===== src/rtl/bcdtobin_if.sv =====
// Start/ready/done handshake and data bundle for the bcdtobin converter.
interface bcdtobin_if #(
  parameter int BIN_W = 14
) ();
  logic             i_start;
  logic [3:0]       i_bcd3;
  logic [3:0]       i_bcd2;
  logic [3:0]       i_bcd1;
  logic [3:0]       i_bcd0;
  logic             o_ready;
  logic             o_done;
  logic             o_err;
  logic [BIN_W-1:0] o_bin;

  modport master (
    output i_start, i_bcd3, i_bcd2, i_bcd1, i_bcd0,
    input  o_ready, o_done, o_err, o_bin
  );

  modport slave (
    input  i_start, i_bcd3, i_bcd2, i_bcd1, i_bcd0,
    output o_ready, o_done, o_err, o_bin
  );
endinterface


===== src/rtl/bcdtobin.sv =====
// Sequential 4-digit BCD to binary converter (reverse double-dabble, one shift per cycle).
// Optional digit range check enabled by defining BCDTOBIN_CHECK_EN.
module bcdtobin #(
  parameter int BIN_W = 14,
  parameter int IDX_W = 5
) (
  input  logic      i_clk,
  input  logic      i_rst,
  bcdtobin_if.slave bus
);

  typedef enum logic [1:0] {
    ST_READY = 2'd0,
    ST_SHIFT = 2'd1,
    ST_DONE  = 2'd2
  } state_t;

  state_t           state_q, state_d;
  logic [15:0]      bcd_q;
  logic [BIN_W-1:0] bin_q;
  logic [IDX_W-1:0] idx_q;
  logic [15:0]      bcd_in;
  logic             start_ok;
  logic             err_q;
  logic             bad_in;

  function automatic logic [3:0] digit_fix(input logic [3:0] d);
    return (d >= 4'd8) ? (d - 4'd3) : d;
  endfunction

  function automatic logic [15:0] bcd_fix(input logic [15:0] b);
    return {digit_fix(b[15:12]), digit_fix(b[11:8]), digit_fix(b[7:4]), digit_fix(b[3:0])};
  endfunction

  function automatic logic bcd_bad(input logic [15:0] b);
    return (b[15:12] > 4'd9) || (b[11:8] > 4'd9) || (b[7:4] > 4'd9) || (b[3:0] > 4'd9);
  endfunction

  assign bcd_in   = {bus.i_bcd3, bus.i_bcd2, bus.i_bcd1, bus.i_bcd0};
  assign start_ok = (state_q == ST_READY) && bus.i_start;

`ifdef BCDTOBIN_CHECK_EN
  assign bad_in = bcd_bad(bcd_in);
`else
  assign bad_in = 1'b0;
`endif

  always_ff @(posedge i_clk) begin
    if (i_rst) state_q <= ST_READY;
    else       state_q <= state_d;
  end

  always_comb begin
    state_d = state_q;
    case (state_q)
      ST_READY: if (bus.i_start) state_d = ST_SHIFT;
      ST_SHIFT: if (idx_q == '0) state_d = ST_DONE;
      ST_DONE:  state_d = ST_READY;
      default:  state_d = ST_READY;
    endcase
  end

  // A rejected entry enters SHIFT with a zero index, so the done pulse lands one cycle later.
  always_ff @(posedge i_clk) begin
    if (i_rst) begin
      bcd_q <= '0;
      bin_q <= '0;
      idx_q <= '0;
      err_q <= 1'b0;
    end else if (start_ok) begin
      bcd_q <= bcd_in;
      bin_q <= '0;
      idx_q <= bad_in ? '0 : IDX_W'(BIN_W);
      err_q <= bad_in;
    end else if ((state_q == ST_SHIFT) && (idx_q != '0)) begin
      bin_q <= {bcd_q[0], bin_q[BIN_W-1:1]};
      bcd_q <= bcd_fix({1'b0, bcd_q[15:1]});
      idx_q <= idx_q - IDX_W'(1);
    end
  end

  assign bus.o_ready = (state_q == ST_READY);
  assign bus.o_done  = (state_q == ST_DONE);
  assign bus.o_bin   = bin_q;
  assign bus.o_err   = err_q && (state_q == ST_DONE);

endmodule


===== src/flat_wrapper.sv =====
// flat-port wrapper written by rule: the top's interface ports become plain ports
module bcdtobin_flat 
#(
  parameter int BIN_W = 14,
  parameter int IDX_W = 5
)
  (i_clk, i_rst, bus_i_start, bus_i_bcd3, bus_i_bcd2, bus_i_bcd1, bus_i_bcd0, bus_o_ready, bus_o_done, bus_o_err, bus_o_bin);
  bcdtobin_if #(.BIN_W(BIN_W)) bus_i ();
  input  logic i_clk;
  input  logic i_rst;
  input wire logic [$bits(bus_i.i_start)-1:0] bus_i_start;
  input wire logic [$bits(bus_i.i_bcd3)-1:0] bus_i_bcd3;
  input wire logic [$bits(bus_i.i_bcd2)-1:0] bus_i_bcd2;
  input wire logic [$bits(bus_i.i_bcd1)-1:0] bus_i_bcd1;
  input wire logic [$bits(bus_i.i_bcd0)-1:0] bus_i_bcd0;
  output wire logic [$bits(bus_i.o_ready)-1:0] bus_o_ready;
  output wire logic [$bits(bus_i.o_done)-1:0] bus_o_done;
  output wire logic [$bits(bus_i.o_err)-1:0] bus_o_err;
  output wire logic [$bits(bus_i.o_bin)-1:0] bus_o_bin;
  assign bus_i.i_start = bus_i_start;
  assign bus_i.i_bcd3 = bus_i_bcd3;
  assign bus_i.i_bcd2 = bus_i_bcd2;
  assign bus_i.i_bcd1 = bus_i_bcd1;
  assign bus_i.i_bcd0 = bus_i_bcd0;
  assign bus_o_ready = bus_i.o_ready;
  assign bus_o_done = bus_i.o_done;
  assign bus_o_err = bus_i.o_err;
  assign bus_o_bin = bus_i.o_bin;
  bcdtobin #(.BIN_W(BIN_W), .IDX_W(IDX_W)) u_core (.i_clk(i_clk), .i_rst(i_rst), .bus(bus_i));
endmodule

===== config.mk =====
export PLATFORM = sky130hd
export DESIGN_NAME = bcdtobin_flat
export DESIGN_NICKNAME = d
export VERILOG_FILES = /design/src/rtl/bcdtobin_if.sv /design/src/rtl/bcdtobin.sv /design/src/flat_wrapper.sv
export SDC_FILE = /design/constraint.sdc
export NUM_CORES = 1
export LEC_CHECK = 0
export CAP_MARGIN = 0
export CORE_MARGIN = 2
export CORE_UTILIZATION = 35
export DETAILED_ROUTE_END_ITERATION = 8
export HOLD_SLACK_MARGIN = 0.15
export SKIP_LAST_GASP = 1
export SLEW_MARGIN = 20
export SYNTH_ARGS = -nofsm -noshare
export SYNTH_HDL_FRONTEND = slang
export SYNTH_SLANG_ARGS = --single-unit

===== constraint.sdc =====
create_clock -name i_clk -period 2.2 [get_ports i_clk]
set_clock_uncertainty 0.1 [all_clocks]
set_input_delay 0.44 -clock i_clk [delete_from_list [all_inputs] [get_ports i_clk]]
set_output_delay 0.44 -clock i_clk [all_outputs]
set_load 0.02 [all_outputs]

==> metrics, run 1 <==
status=complete, no violations; Crit. End Element=output port; clk root buf=clkbuf_8; # diodes=0; Syn. warnings=0; total power=1.82 mW; CTS tree=yes; Post-route DRC=0; Worst VDD drop=0.422 mV; P_leak=0.842 nW; final hold viol count=0; first-pass GRT wire length=6730 microns; initial antenna violation count=0; CP Max Fanout=4; cts hold-fix bufs=0; worst setup margin=282 ps; io pins=36; Total Routing Usage GR=15.8%; Initial Util=36.9%; GRT overflow=0; # port buffers=34; required time of the critical path=1660 ps; largest net degree at the start of global routing=34; period utilisation layout=87.2%; Mapped Area=1780 sq um; post-synthesis sequential area ratio=41.7%; Max-Cap Viols=0; critical path class=flip-flop to output port; DP HPWL=2600 microns; Synth Flop Type=dfxtp_1; die height=75.2 microns; clk buf depth=2; clk_lat worst skew=290 ps; Mean Syn Cell Area=8.45 sq um; Total Nets Final=269; # setup viols final=0; Pins Over Slew Limit=0; number of synthesized flops with an enable pin=0; Synth cell types=39; H-tree levels=2; CP Data Arrival Time=1380 ps; die width=75.2 microns; RSZ-0062 raised after global routing=no; DRT Pass-1 Iters=4; synthesis-to-finish area growth=30.5%; Core Rows=25; HP Class=flip-flop to flip-flop; power density over cell area=786 nW/um^2; number of global-route vias before repair=1395; Total Routed Length=4020 microns; TNS Setup=0 ps; dpl ws=108 ps; via count=1566; number of synthesized register bits=37; DRT iter0 DRCs=137; WL/cell=12.9 microns; Die Area=5660 sq um; post-route ant nets=0; syn_nets=236; clock buffer count from CTS=5; Final Wtd Congestion=0.768; register clock-pin slew on the reported worst setup and hold paths=80 ps; Core Footprint=4820 sq um; vias per std cell=5.04; Gates resized, CTS repair=0; Worst Setup Start Kind=flip-flop; Post-CTS Setup Bufs=0; crit path time final=1920 ps; final core occ=48.1%; proportion of layout cells with a drive suffix above 1=9.02%; Cells after Synth=210; Sink Count=37; share of flip-flops with an asynchronous set or reset=0%; highest clock rate=0.521 GHz
-- layout make-up --
type                    instances  area, sq um
repair buffers                 41          405
multi-input cells             148          912
inverters                      10         37.5
flip-flops and latches         37          741
well taps                      67         83.8
clock buffers                   5         68.8
clock inverters                 3         68.8
fillers                       483         2500
-- critical path: stages (launching register included) --
cell             delay [ps]
dfxtp_1                 360
nor2b_1                 130
clkdlybuf4s50_1         600
-- sequential cells by signal, indices dropped and copies added (netlist names) --
| signal | cells |
|---|---|
| u_core.state_q | 2 |
| u_core.idx_q | 5 |
| u_core.bus.o_bin | 14 |
| u_core.bcd_q | 16 |
-- per-layer routing --
layer / track usage (%) / share of wire [%]
met2: 22.9 / 44
met3: 4.02 / 6.2
met1: 22.3 / 49
met4: 6.43 / 0.99
met5: 0 / 0
-- cells by family after synthesis --
logic type,count (synthesis),synth area share (%)
DFF,37,41.7
xor gates and xnor gates,8,3.95
buffers and inverters,25,6.91
other,1,0.211
adders and majority gates,7,4.93
AOI/OAI and AO/OA,36,14.0
muxes,3,1.69
and+or+nand+nor,93,26.6
-- path summary, 6_finish.rpt --
| kind | startpoint | to | slack, ps | depth (start not counted) |
|---|---|---|---|---|
| max | u_core.state_q[1]$_SDFFE_PP0P_ | bus_o_done | 280 | 2 |
| min | u_core.bcd_q[0]$_SDFFE_PP0P_ | u_core.bus.o_bin[13]$_SDFFE_PP0P_ | 360 | 2 |
| max reg2reg | u_core.idx_q[0]$_SDFFE_PP0P_ | u_core.bcd_q[6]$_SDFFE_PP0P_ | 320 | 6 |
| min reg2reg | u_core.bcd_q[0]$_SDFFE_PP0P_ | u_core.bus.o_bin[13]$_SDFFE_PP0P_ | 360 | 2 |
-- through the flow --
stage / cells / hold slack (ps) / cell area, sq um
2_1_floorplan: 210 / 332 / 1780
3_3_place_gp: 303 / 346 / 2180
3_5_place_dp: 303 / 350 / 2180
4_1_cts: 311 / 360 / 2320
5_1_grt: 311 / 388 / 2320
6_report: 311 / 355 / 2320
-- cells in the mapped netlist, drive strengths merged (3+ instances only) --
library cell	number	share of area, %
xnor2	5	2.5
mux2i	3	1.7
clkbuf	4	0.85
inv	10	2.1
nor3	10	2.8
o311ai	6	3.0
nand3	12	3.4
dfxtp	37	42
nor2b	4	1.4
nand4	3	1.1
nand2	40	8.9
a21oi	17	4.8
a311oi	4	2.0
nor2	11	2.5
buf	11	3.9
a21o	3	1.3
xor2	3	1.5
a311o	3	1.7
nor4	5	2.5
ha	7	4.9
-- power breakdown --
group / switching, mW / internal [mW] / leakage [nW]
Clock: 0.253 / 0.456 / 0.0687
Combinational: 0.183 / 0.159 / 0.471
Sequential: 0.0540 / 0.718 / 0.302
-- layout by cell type, fill, tap and decap left out, types with 2 or more instances in the layout --
cell type | Yosys | layout
nand2_1 | 39 | 39
buf_4 | 2 | 6
o311ai_1 | 3 | 3
a21oi_1 | 17 | 17
nand4_1 | 3 | 3
nand3_1 | 12 | 12
a21o_1 | 3 | 3
a311oi_1 | 4 | 4
nor4_1 | 3 | 3
inv_1 | 9 | 9
nor3_1 | 10 | 10
xnor2_1 | 5 | 5
o311ai_0 | 3 | 3
clkdlybuf4s50_1 | 0 | 34
mux2i_1 | 3 | 3
nor2b_1 | 4 | 4
nor2_1 | 10 | 10
or3_1 | 2 | 2
clkbuf_8 | 0 | 5
a311o_1 | 3 | 3
xor2_1 | 3 | 3
ha_1 | 7 | 7
bufinv_16 | 0 | 2
dfxtp_1 | 37 | 37
nor4_2 | 2 | 2
(Power assumes the default switching activity.)
==> run 2: changes to the inputs <==
--- a/config.mk
+++ b/config.mk
@@ -9,6 +9,7 @@
 export CORE_MARGIN = 2
 export CORE_UTILIZATION = 35
 export DETAILED_ROUTE_END_ITERATION = 8
+export GPL_TIMING_DRIVEN = 0
 export HOLD_SLACK_MARGIN = 0.15
 export SKIP_LAST_GASP = 1
 export SLEW_MARGIN = 20
==> run 2 against run 1 <==
  * Sequential share of layout area is 0.17 points higher
  * Total power fell by 5.1%
  * First-iteration DRC count decreased by 41%
  * Routed wire length rose by 8.7%
  * Critical path depth increased by 4
  * Critical endpoint is now u_core.bcd_q[5]$_SDFFE_PP0P_
  * Clock power is 15% lower
==> metrics, run 2 (synthesized netlist as in run 1, its figures left out) <==
Gates resized, CTS repair=0 (unchanged); Post-CTS Setup Bufs=0 (unchanged); io pins=36 (unchanged); WL/cell=13.8 microns (+6.3%); worst r2r src=u_core.idx_q[0]$_SDFFE_PP0P_; Reg2Reg Setup Slack=220 ps (-100 ps); power density over cell area=750 nW/um^2 (-4.6%); highest clock rate=0.504 GHz (-3.2%); register clock-pin slew on the reported worst setup and hold paths=80 ps (about the same); via count=1603 (+2.4%); commonest non-fill, non-tap cell in the layout=nand2_1; Post-route DRC=0 (unchanged); P_leak=0.836 nW (-0.75%); critical path class=input pin to flip-flop; min-delay src=u_core.bus.o_bin[0]$_SDFFE_PP0P_; Max-Cap Viols=0 (unchanged); synthesis-to-finish area growth=29.8%; H-tree levels=2 (unchanged); Pins Over Slew Limit=0 (unchanged); # diodes=0 (unchanged); placed cell area=2190 sq um (+0.46%); required time of the critical path=2260 ps (+600 ps); final core occ=47.8% (-0.26 points); DRT Pass-1 Iters=4 (unchanged); RSZ-0062 raised after global routing=no; Worst VDD drop=0.370 mV (-12%); R2R Path End=u_core.bcd_q[11]$_SDFFE_PP0P_; HP Class=flip-flop to flip-flop; DP HPWL=2960 microns (+14%); WHS Path Cells=2 (unchanged); final hold viol count=0 (unchanged); Layout fillers=495 (+2.5%); clock buffer count from CTS=5 (unchanged); CP Data Arrival Time=2040 ps (+660 ps); # setup viols final=0 (unchanged); clk root buf=clkbuf_8; WHS Endpoint=u_core.bus.o_bin[0]$_SDFFE_PP0P_; Sink Count=37 (unchanged); first-pass GRT wire length=7160 microns (+6.4%); cts hold-fix bufs=0 (unchanged); die height=75.2 microns (unchanged); Crit. End Element=flip-flop; Hold WS=359 ps (+3.58 ps); die width=75.2 microns (unchanged); Multi-input gate area=912 sq um (unchanged); number of global-route vias before repair=1461 (+4.7%); clk buf depth=2 (unchanged); DRT iter0 DRCs=81 (-41%); GRT overflow=0 (unchanged); largest net degree at the start of global routing=14 (-59%); CP Max Fanout=10 (+6); initial antenna violation count=0 (unchanged); Final Wtd Congestion=0.845 (+10%); Die Area=5660 sq um (unchanged); most frequent cells in the layout=nand2_1 (39), dfxtp_1 (37), clkdlybuf4s50_1 (33), a21oi_1 (17), nand3_1 (12); Core Footprint=4820 sq um (unchanged); Largest Register=u_core.bcd_q; Core Rows=25 (unchanged); CTS tree=yes; Total Routed Length=4370 microns (+8.7%); post-route ant nets=0 (unchanged); FF/Latch Area=741 sq um (unchanged); vias per std cell=5.04 (+0.11%); Initial Util=36.9% (unchanged); Total Routing Usage GR=16.9% (+1.1 points); status=complete, no violations; relative slew slack=63.4%; clk_lat worst skew=290 ps (about the same); period utilisation layout=90.1% (+2.9 points); Worst Setup Start Kind=input pin; final instance area=2300 sq um (-0.54%); crit path time final=1980 ps (+64.3 ps); max reg flops=16 (unchanged); # port buffers=33 (-2.9%); Total Nets Final=276 (+2.6%); R2R depth=7 (+1); proportion of layout cells with a drive suffix above 1=9.56% (+0.55 points); worst-margin pin slew=549 ps; Setup crit start=bus_i_start
## run 2: area by class of cell
class / count / share of cell area (%)
buffer: 15 / 3.69
clock buffer: 5 / 2.99
clock inverter: 3 / 2.01
inverter: 10 / 1.63
multi-input combinational: 148 / 39.6
sequential: 37 / 32.1
tap: 67 / 3.64
timing repair buffer: 33 / 14.3
## run 2: through the flow
step	worst slack, ps	power, mW	setup TNS [ps]	cells
floorplan	498	1.03	0	210
global placement	-91.5	1.14	-186	310
detailed placement	-87.3	1.14	-188	310
CTS	213	1.74	0	318
global route	84.4	1.82	0	318
finish	218	1.73	0	318
## run 2: layer usage
metal	up-vias	GRT usage, %	share of wire, %	wire [microns]
met4	0	5.26	1.3	59
li1	806	-	-	-
met3	7	5.09	6.2	273
met2	46	25.9	44	1940
met1	744	22.8	48	2100
met5	-	0	0	0
## run 2: power by group
group / leakage [nW] / switching (mW) / internal [mW]
Clock: 0.0543 / 0.261 / 0.339
Sequential: 0.302 / 0.0538 / 0.718
Combinational: 0.479 / 0.197 / 0.161
## run 2: worst max-delay path by stage
stage,endpoint,slack [ps],cells after the start
4_1_cts,u_core.bcd_q[11]$_SDFFE_PP0P_,210,7
3_3_place_gp,u_core.bcd_q[5]$_SDFFE_PP0P_,-90,6
3_5_place_dp,u_core.bcd_q[5]$_SDFFE_PP0P_,-90,6
5_1_grt,u_core.bcd_q[11]$_SDFFE_PP0P_,80,7
6_report,u_core.bcd_q[5]$_SDFFE_PP0P_,220,6
2_1_floorplan,u_core.bcd_q[10]$_SDFFE_PP0P_,500,5
## run 2: worst max-delay path: stages
cell	delay (ps)
clkdlybuf4s50_1	470
or3b_1	340
buf_2	190
buf_1	290
nand4_1	180
o311ai_0	130
